`src/rtl/step_dir_shaper.sv`:
```
// step_dir_shaper: shapes single-cycle DDA step strobes into timed STEP/DIR driver signals
//
// Enforces a DIR-to-STEP setup time, a minimum STEP high time and a minimum
// STEP low time. Holds one pending request, flags requests lost to overrun and
// keeps a signed two's-complement position count.
//
// Ports:
//   CLK            system clock
//   resetn         synchronous active-low reset
//   enable         1 = operate, 0 = abort the current pulse and ignore requests
//   step_req       one-cycle step request strobe
//   dir_req        direction of the request (1 = positive)
//   dir_setup      DIR-to-STEP-rise delay in cycles (0 behaves as 1)
//   pulse_high     STEP high time in cycles (0 behaves as 1)
//   pulse_low      minimum STEP low time in cycles (0 behaves as 1)
//   position_clear synchronous clear of the position counter (wins over a step)
//   overrun_clear  clears the sticky overrun flag (a new drop wins)
//   STEP           registered step output
//   DIR            registered direction output
//   busy           a pulse sequence is in progress or a request is pending
//   overrun        sticky flag, set when a request is dropped
//   position       signed step count, wraps at POS_BITS
module step_dir_shaper #(
   parameter int POS_BITS  = 64,
   parameter int TIME_BITS = 16
) (
   input  logic                       CLK,
   input  logic                       resetn,
   input  logic                       enable,
   input  logic                       step_req,
   input  logic                       dir_req,
   input  logic [TIME_BITS-1:0]       dir_setup,
   input  logic [TIME_BITS-1:0]       pulse_high,
   input  logic [TIME_BITS-1:0]       pulse_low,
   input  logic                       position_clear,
   input  logic                       overrun_clear,
   output logic                       STEP,
   output logic                       DIR,
   output logic                       busy,
   output logic                       overrun,
   output logic signed [POS_BITS-1:0] position
);
   typedef enum logic [1:0] {IDLE, DIR_SETUP, HIGH, LOW} state_t;

   localparam logic [TIME_BITS-1:0] T_ONE = TIME_BITS'(1);
   localparam logic [POS_BITS-1:0]  P_ONE = POS_BITS'(1);

   state_t                     state_q, state_d;
   logic [TIME_BITS-1:0]       cnt_q, cnt_d;
   logic                       step_q, step_d;
   logic                       dir_q, dir_d;
   logic                       slot_q, slot_d;
   logic                       slot_dir_q, slot_dir_d;
   logic                       ovr_q, ovr_d;
   logic signed [POS_BITS-1:0] pos_q, pos_d;
   logic                       cnt_done, low_done, start, start_dir, drop, inc;

   // Counter is loaded with length-1; a zero setting still gives a one-cycle phase.
   function automatic logic [TIME_BITS-1:0] len_m1(input logic [TIME_BITS-1:0] x);
      return (x == '0) ? '0 : x - T_ONE;
   endfunction

   always_comb begin
      cnt_done   = (cnt_q == '0);
      low_done   = (state_q == LOW) && cnt_done;
      // A request starts from IDLE, or as LOW finishes: the pending slot has
      // priority, otherwise a strobe arriving in that exit cycle starts directly.
      start      = enable && (((state_q == IDLE) && step_req) || (low_done && (slot_q || step_req)));
      start_dir  = (low_done && slot_q) ? slot_dir_q : dir_req;
      // A strobe meeting a full slot is lost, including in the cycle the slot is consumed.
      drop       = enable && step_req && slot_q;
      state_d    = state_q;
      cnt_d      = cnt_done ? cnt_q : cnt_q - T_ONE;
      dir_d      = dir_q;
      slot_d     = slot_q;
      slot_dir_d = slot_dir_q;
      if (start) begin
         slot_d = 1'b0;
         if (start_dir != dir_q) begin
            dir_d   = start_dir;
            state_d = DIR_SETUP;
            cnt_d   = len_m1(dir_setup);
         end else begin
            state_d = HIGH;
            cnt_d   = len_m1(pulse_high);
         end
      end else if (cnt_done) begin
         case (state_q)
            DIR_SETUP: begin state_d = HIGH; cnt_d = len_m1(pulse_high); end
            HIGH:      begin state_d = LOW;  cnt_d = len_m1(pulse_low);  end
            LOW:       state_d = IDLE;
            default:   state_d = state_q;
         endcase
      end
      if (enable && step_req && (state_q != IDLE) && !slot_q && !low_done) begin
         slot_d     = 1'b1;
         slot_dir_d = dir_req;
      end
      if (!enable) begin
         state_d = IDLE;
         cnt_d   = '0;
         slot_d  = 1'b0;
      end
      step_d = (state_d == HIGH);
      // Position counts on the edge STEP rises, using the direction already on DIR.
      inc    = (state_d == HIGH) && (state_q != HIGH);
      pos_d  = position_clear ? '0 : inc ? (dir_d ? pos_q + P_ONE : pos_q - P_ONE) : pos_q;
      ovr_d  = drop || (ovr_q && !overrun_clear);
   end

   always_ff @(posedge CLK) begin
      if (!resetn) begin
         state_q    <= IDLE;
         cnt_q      <= '0;
         step_q     <= 1'b0;
         dir_q      <= 1'b0;
         slot_q     <= 1'b0;
         slot_dir_q <= 1'b0;
         ovr_q      <= 1'b0;
         pos_q      <= '0;
      end else begin
         state_q    <= state_d;
         cnt_q      <= cnt_d;
         step_q     <= step_d;
         dir_q      <= dir_d;
         slot_q     <= slot_d;
         slot_dir_q <= slot_dir_d;
         ovr_q      <= ovr_d;
         pos_q      <= pos_d;
      end
   end

   assign STEP     = step_q;
   assign DIR      = dir_q;
   assign busy     = (state_q != IDLE) || slot_q;
   assign overrun  = ovr_q;
   assign position = pos_q;
endmodule

```
`config.mk`:
```
export PLATFORM = sky130hd
export DESIGN_NAME = step_dir_shaper
export DESIGN_NICKNAME = d
export VERILOG_FILES = /design/src/rtl/step_dir_shaper.sv
export SDC_FILE = /design/constraint.sdc
export NUM_CORES = 1
export LEC_CHECK = 0
export CAP_MARGIN = 25
export CORE_UTILIZATION = 40
export CTS_CLUSTER_DIAMETER = 100
export DETAILED_ROUTE_END_ITERATION = 10
export DONT_BUFFER_PORTS = 1
export PLACE_DENSITY_LB_ADDON = 0.08
export SYNTH_ARGS = -nofsm -noshare
export SYNTH_HDL_FRONTEND = slang
export SYNTH_SLANG_ARGS = --single-unit
```
`constraint.sdc`:
```
create_clock -name CLK -period 6.7 [get_ports CLK]
set_clock_uncertainty 0.1 [all_clocks]
set_input_delay 1.005 -clock CLK [delete_from_list [all_inputs] [get_ports CLK]]
set_output_delay 1.005 -clock CLK [all_outputs]
set_load 0.005 [all_outputs]
```
==> reports/metrics.cfg, run 1 <==
[sta]
setup_repair_after_global_routing_missed_its_margin=no
minimum_clock_period_ns=5.367
worstMarginPinSlew_ns=1.035
hold_violations=0
report.final.slew_viol_count=0
final.period_utilization_pct=80.11
relSlewSlack_pct=30.38
setup_violations=0
max_freq_mhz=186.3
summed_negative_setup_slack_over_all_endpoints_ns=0

[critical_path]
cp.required_ns=6.82
critical_path_at_ns=5.49
kind_of_launch_point_of_the_worst_setup_path=flop
worstPathMaxFanout=17
cp-end-kind=flop
timing_worst_setup_path_type=flop to flop

[die]
design.core.area_um2=20230
initial_core_util_pct=40.91
num_io_pins=123
dieArea_um2=21270
die_width_um=145.9
height_of_the_die_um=145.9
rows=52

[final_layout]
numnets_final=1183
area_growth_pct=4.051
finalInstanceArea_um2=8613
layout.cells.most_common_list=sky130_fd_sc_hd__nor2_1, sky130_fd_sc_hd__nand2_1, sky130_fd_sc_hd__dfxtp_1, sky130_fd_sc_hd__nand3_1, sky130_fd_sc_hd__o21ai_0
final_layout_size_suffix_gt1_share_pct=5.714
multi_input_area_um2=6080
n_fill_cell=2186
finalNonFillerCells=1390
sequential_cell_area_um2=1742
antennaDiodeCount=0
layout.cells.most_common=sky130_fd_sc_hd__nor2_1

[synth]
postSynthAreaPerCell_um2=6.992
post_synthesis_cells=1184
count_of_synthesis_stage_warnings_from_yosys=0
synth_async_sr_flop_share_pct=0
yosys.area.top_type_share_pct=21.04
synth_flop_cell=sky130_fd_sc_hd__dfxtp_1
ys_seq_area_share_pct=21.04
synth_edf_count=0
synth.ff_latch_count=87
syn_area_um2=8278
synthDominantAreaCellType=sky130_fd_sc_hd__dfxtp_1
synth.lib_cells_used.distinct=85
syn-num-nets=1252
post_synth_main_area_contributors=sky130_fd_sc_hd__dfxtp_1, sky130_fd_sc_hd__nor2_1, sky130_fd_sc_hd__xnor2_1

[clock_network]
numCtsBuffers=9
cts_hold_buffers=0
post-cts-setup-buffers=0
clkSlewWorstSetupHoldPaths_ns=0.07
cts_buffer_depth=2
clock_sink_count=87
cts.root.buffer_cell=sky130_fd_sc_hd__clkbuf_16
clk-insertion-delay-late_ns=0.36
cts_tree=built
clock_tree.htree_level_count=3
cts_repair_resize_count=0

[power_and_ir_drop]
p_leak_nw=2.821
pwr_density_cell_nw_per_um2=314.6
vdd_drop_max_v=0.0001343

[placed_design]
dpl-instance-area_um2=8313
routabilityCongestion=0.9341
hpwlAfterDp_mm=22.97
place_inst=1374
numPortBuffers=0

[global_routing]
global_route.usage.total_pct=28.24
grt_antenna_before_repair=0
number_of_global_route_vias_before_repair=8366
grt-ovfl-total=0
grt_max_degree=67
grt_pass1_wl_mm=47.61

[route]
num_vias=8936
post-route-drc-count=0
wirelength_mm=30.32
routedWlPerCell_um=21.81
route.antenna.remaining_nets=0
drt_first_pass_iters=6
via_per_inst=6.429
first_iter_violations=897

[min_path]
holdCritPathClass=flop to flop

[flow_run]
drv.max_cap_violation_count=0

[outcome]
status=finished clean

-- critical path: stages (launching register included) --
cell                      delay, ns
sky130_fd_sc_hd__dfxtp_1       0.32
sky130_fd_sc_hd__inv_1         0.10
sky130_fd_sc_hd__ha_1          0.17
sky130_fd_sc_hd__nor3b_1       0.23
sky130_fd_sc_hd__nand4_1       0.55
sky130_fd_sc_hd__and3_1        0.64
sky130_fd_sc_hd__nor3_4        0.28
sky130_fd_sc_hd__xnor2_1       0.09
sky130_fd_sc_hd__ha_1          0.27
sky130_fd_sc_hd__nor4_2        0.55
sky130_fd_sc_hd__nand4_1       0.43
sky130_fd_sc_hd__and4b_1       0.41
sky130_fd_sc_hd__a31oi_1       0.06
sky130_fd_sc_hd__a211o_1       0.30
sky130_fd_sc_hd__a311o_1       0.38
sky130_fd_sc_hd__o22ai_1       0.16
sky130_fd_sc_hd__xnor2_1       0.14
sky130_fd_sc_hd__nor2_1        0.05
-- layer usage --
metal | part of all wire, % | GRT usage (%) | up-vias | wire, um
li1 | - | - | 4225 | -
met1 | 44 | 37.61 | 4188 | 13270
met2 | 45 | 43.88 | 463 | 13570
met3 | 8.3 | 6.332 | 60 | 2527
met4 | 3.2 | 11.58 | 0 | 960
met5 | 0 | 0 | - | 0
-- worst paths after layout --
path	to	cells after the start	from	slack, ns
setup / recovery	position[50]$_SDFFE_PP0P_	17	cnt_q[0]$_SDFF_PN0_	1.33
hold / removal	overrun$_SDFF_PN0_	2	overrun$_SDFF_PN0_	0.40
setup reg to reg	position[50]$_SDFFE_PP0P_	17	cnt_q[0]$_SDFF_PN0_	1.33
hold reg to reg	overrun$_SDFF_PN0_	2	overrun$_SDFF_PN0_	0.40
-- flip-flops by register name, summed over array words and instances (netlist names) --
register and count:
DIR 1, STEP 1, cnt_q 16, overrun 1
position 64, slot_dir_q 1, slot_q 1, state_q 2
-- cell families after synthesis --
| family | count (synthesis) | synth area share (%) |
|---|---|---|
| AOI/OAI and AO/OA | 224 | 17.88 |
| xor gates and xnor gates | 94 | 9.946 |
| adders and majority gates | 13 | 1.965 |
| buffers and inverters | 112 | 5.713 |
| DFF | 87 | 21.04 |
| muxes | 25 | 3.144 |
| and+or+nand+nor | 629 | 40.31 |
-- stage by stage --
step           total power, mW  hold slack, ns  utilization [%]  worst slack [ns]
6_report                 2.710          0.4028            42.57             1.333
3_5_place_dp             2.162          0.4031            41.08             1.388
5_1_grt                  2.880          0.4310            42.57            0.7934
2_1_floorplan            1.779          0.3722                -             1.567
3_3_place_gp             2.166          0.3858            41.08             1.540
4_1_cts                  2.699          0.4083            42.57             1.356
-- cell usage after synthesis, types with 5 or more instances --
library cell,number
sky130_fd_sc_hd__a211oi_1,10
sky130_fd_sc_hd__a21oi_1,54
sky130_fd_sc_hd__a222oi_1,6
sky130_fd_sc_hd__a31oi_1,14
sky130_fd_sc_hd__and2_1,6
sky130_fd_sc_hd__and3_1,12
sky130_fd_sc_hd__and4_1,5
sky130_fd_sc_hd__buf_2,21
sky130_fd_sc_hd__clkbuf_1,61
sky130_fd_sc_hd__dfxtp_1,87
sky130_fd_sc_hd__ha_1,13
sky130_fd_sc_hd__inv_1,23
sky130_fd_sc_hd__mux2i_1,20
sky130_fd_sc_hd__nand2_1,104
sky130_fd_sc_hd__nand2b_1,17
sky130_fd_sc_hd__nand3_1,59
sky130_fd_sc_hd__nand3b_1,5
sky130_fd_sc_hd__nand4_1,48
sky130_fd_sc_hd__nor2_1,161
sky130_fd_sc_hd__nor2b_1,8
sky130_fd_sc_hd__nor3_1,54
sky130_fd_sc_hd__nor3b_1,7
sky130_fd_sc_hd__nor4_1,57
sky130_fd_sc_hd__nor4b_1,7
sky130_fd_sc_hd__o21ai_0,58
sky130_fd_sc_hd__o22ai_1,6
sky130_fd_sc_hd__o31a_1,5
sky130_fd_sc_hd__o31ai_1,11
sky130_fd_sc_hd__or2_2,5
sky130_fd_sc_hd__or3_1,28
sky130_fd_sc_hd__or4_1,16
sky130_fd_sc_hd__xnor2_1,53
sky130_fd_sc_hd__xor2_1,41
-- report_power, final --
| part | total (mW) | internal [mW] | switching, mW |
|---|---|---|---|
| Combinational | 1.50 | 0.567 | 0.932 |
| Clock | 0.530 | 0.300 | 0.230 |
| Sequential | 0.681 | 0.569 | 0.112 |
| Total | 2.71 | 1.44 | 1.27 |
-- final cells by class --
class	instances	share of cell area, %
multi-input combinational	985	70.58
tap	270	3.922
sequential	87	20.22
clock buffer	11	2.818
clock inverter	5	0.6682
timing repair buffer	9	0.7844
inverter	23	1.002
No activity file was read; power rests on OpenSTA's default activity.
==> run 2: changes to the inputs <==
--- a/config.mk
+++ b/config.mk
@@ -5,6 +5,7 @@
 export SDC_FILE = /design/constraint.sdc
 export NUM_CORES = 1
 export LEC_CHECK = 0
+export ABC_AREA = 1
 export CAP_MARGIN = 25
 export CORE_UTILIZATION = 40
 export CTS_CLUSTER_DIAMETER = 100
==> constraint.sdc (replaced) <==
create_clock -name CLK -period 5 [get_ports CLK]
set_clock_uncertainty 0.1 [all_clocks]
set_input_delay 0.75 -clock CLK [delete_from_list [all_inputs] [get_ports CLK]]
set_output_delay 0.75 -clock CLK [all_outputs]
set_load 0.005 [all_outputs]
==> reports/metrics.cfg, run 2 <==
[clock_network]
cts_tree=built
cts.root.buffer_cell=sky130_fd_sc_hd__clkbuf_16
clkSlewWorstSetupHoldPaths_ns=0.07
cts_hold_buffers=0
post-cts-setup-buffers=0
cts_buffer_depth=2
clk-insertion-delay-late_ns=0.36
clock_tree.htree_level_count=3
cts_repair_resize_count=0
clock_sink_count=87
numCtsBuffers=9

[placed_design]
place_inst=2094
numPortBuffers=0
hpwlAfterDp_mm=29.24
routabilityCongestion=1.003

[synth]
post_synth_most_frequent_cells=sky130_fd_sc_hd__nand2_1, sky130_fd_sc_hd__inv_1, sky130_fd_sc_hd__nor2_1, sky130_fd_sc_hd__nand3_1, sky130_fd_sc_hd__a21oi_1
post_synthesis_cells=1803
synth.most_common_cell=sky130_fd_sc_hd__nand2_1
synth_edf_count=0
synth.lib_cells_used.distinct=50
synth_async_sr_flop_share_pct=0
syn-num-nets=1871
synthDominantAreaCellType=sky130_fd_sc_hd__nand2_1
yosys.area.top_type_share_pct=20.80
synth.ff_latch_count=87
count_of_synthesis_stage_warnings_from_yosys=0
synth_flop_cell=sky130_fd_sc_hd__dfxtp_1
post_synth_main_area_contributors=sky130_fd_sc_hd__nand2_1, sky130_fd_sc_hd__dfxtp_1, sky130_fd_sc_hd__inv_1
postSynthAreaPerCell_um2=5.505
ys_seq_area_share_pct=17.55
syn_area_um2=9926

[global_routing]
grt-ovfl-total=0
grt_pass1_wl_mm=57.21
number_of_global_route_vias_before_repair=10430
grt_antenna_before_repair=0
global_route.usage.total_pct=28.40
grt_max_degree=61

[critical_path]
worstSetupStartpoint=cnt_q[0]$_SDFF_PN0_
cp-end-kind=flop
timing.critical_path.mode_cell=sky130_fd_sc_hd__nand2_1
critical_path.reg2reg.startpoint=cnt_q[0]$_SDFF_PN0_
worstPathMaxFanout=29
reg2reg_setup_slack_ns=0.93
cpPeakStageDelay_ns=0.37
critical-path-slowest-cell=sky130_fd_sc_hd__buf_4
critical_path_at_ns=4.23
cp_cell_sequence=inv_1 -> ha_1 -> nand3b_1 -> nor2_4 -> nand3_2 -> nand2_2 -> nand2_4 -> inv_2 -> nand2_1 -> nand2_2 -> buf_4 -> nand2_1 -> nand2_1 -> nor2_1 -> nand2_1 -> nor2_1 -> nand2_1 -> nor2_1 -> nand2_1 -> nand3_1 -> nand3_1 -> nand2_1 -> inv_1
cp.required_ns=5.16
timing_worst_setup_path_type=flop to flop
kind_of_launch_point_of_the_worst_setup_path=flop

[sta]
minimum_clock_period_ns=4.068
relSlewSlack_pct=37.92
report.final.slew_viol_count=0
hold_violations=0
setup_violations=0
worstMarginPinSlew_ns=0.9192
final.period_utilization_pct=81.35
setup_repair_after_global_routing_missed_its_margin=no
summed_negative_setup_slack_over_all_endpoints_ns=0
max_freq_mhz=245.8

[final_layout]
sequential_cell_area_um2=1742
layout.cells.most_common=sky130_fd_sc_hd__nand2_1
layout.cells.most_common_list=sky130_fd_sc_hd__nand2_1, sky130_fd_sc_hd__inv_1, sky130_fd_sc_hd__nor2_1, sky130_fd_sc_hd__nand3_1, sky130_fd_sc_hd__a21oi_1
multi_input_area_um2=6804
n_fill_cell=2738
numnets_final=1849
finalNonFillerCells=2110
final_layout_size_suffix_gt1_share_pct=5.431
postLayoutCoreUtil_pct=43.03
antennaDiodeCount=0
area_growth_pct=5.421
largest_register_ff_count=64

[route]
post-route-drc-count=0
drt_first_pass_iters=5
wirelength_mm=36.00
via_per_inst=5.307
route.antenna.remaining_nets=0
routedWlPerCell_um=17.06
first_iter_violations=877
num_vias=11200

[die]
height_of_the_die_um=159.5
die_width_um=159.5
design.core.area_um2=24320
rows=57
dieArea_um2=25450
num_io_pins=123
initial_core_util_pct=40.81

[outcome]
status=finished clean

[min_path]
holdCritPathClass=flop to flop
holdCritStartpoint=slot_dir_q$_SDFFE_PN0P_

[flow_run]
drv.max_cap_violation_count=0

==> run 2: cell count changes in the layout (fill, tap and decap cells not counted), moves of 26 or more <==
cell / before / now
sky130_fd_sc_hd__nand2_1: 104 / 550
sky130_fd_sc_hd__inv_1: 23 / 285
sky130_fd_sc_hd__nor2_1: 161 / 218
sky130_fd_sc_hd__o41ai_1: 1 / 57
sky130_fd_sc_hd__o21ai_1: 2 / 55
sky130_fd_sc_hd__nor4_1: 57 / 9
sky130_fd_sc_hd__a21oi_1: 54 / 101
sky130_fd_sc_hd__nand3_1: 59 / 105
sky130_fd_sc_hd__nand4_1: 48 / 7
sky130_fd_sc_hd__nor3_1: 54 / 18
sky130_fd_sc_hd__or3_1: 28 / 0
sky130_fd_sc_hd__nand2_2: 1 / 27
==> run 2: per-stage QoR <==
stage / hold slack (ns) / cell area, um2 / worst slack (ns)
after floorplan: 0.3445 / 9926 / 2.218
after global placement: 0.3724 / 10160 / 1.033
after detailed placement: 0.3667 / 10180 / 0.9961
after CTS: 0.3771 / 10460 / 0.9702
after global routing: 0.4019 / 10460 / 0.5621
final: 0.3749 / 10460 / 0.9324
==> run 2: cell type report <==
class / count / area share (%)
clock buffer: 12 / 2.451
clock inverter: 4 / 0.2870
inverter: 294 / 10.55
multi-input combinational: 1376 / 65.02
sequential: 87 / 16.64
tap: 324 / 3.874
timing repair buffer: 13 / 1.172
==> run 2: kinds of logic after synthesis <==
family	after synthesis	synth area share [%]
AOI/OAI and AO/OA	306	18.74
adders and majority gates	13	1.639
buffers and inverters	340	13.95
xor gates and xnor gates	73	6.593
DFF	87	17.55
and+or+nand+nor	984	41.52
==> run 2: worst paths after layout <==
check	end	depth (start not counted)
min	slot_dir_q$_SDFFE_PN0P_	2
min reg2reg	slot_dir_q$_SDFFE_PN0P_	2
max	position[53]$_SDFFE_PP0P_	23
max reg2reg	position[53]$_SDFFE_PP0P_	23
==> run 2: critical path: cells and delay by family (launching register included) <==
family	cells	cell delay, ns
adders and majority gates	1	0.23
buffers and inverters	4	0.60
DFF	1	0.34
and+or+nand+nor	18	2.68
==> run 2: routing by layer <==
metal | global-route usage (%) | vias to the layer above | routed length (um)
met2 | 45.43 | 403 | 15730
met4 | 7.649 | 0 | 813
li1 | - | 5718 | -
met5 | 0 | - | 0
met1 | 38.15 | 5034 | 16480
met3 | 6.382 | 43 | 2973
Power of run 2 is not shown: default switching activity piles up to over one toggle a cycle in this logic, so the estimate is an artifact.
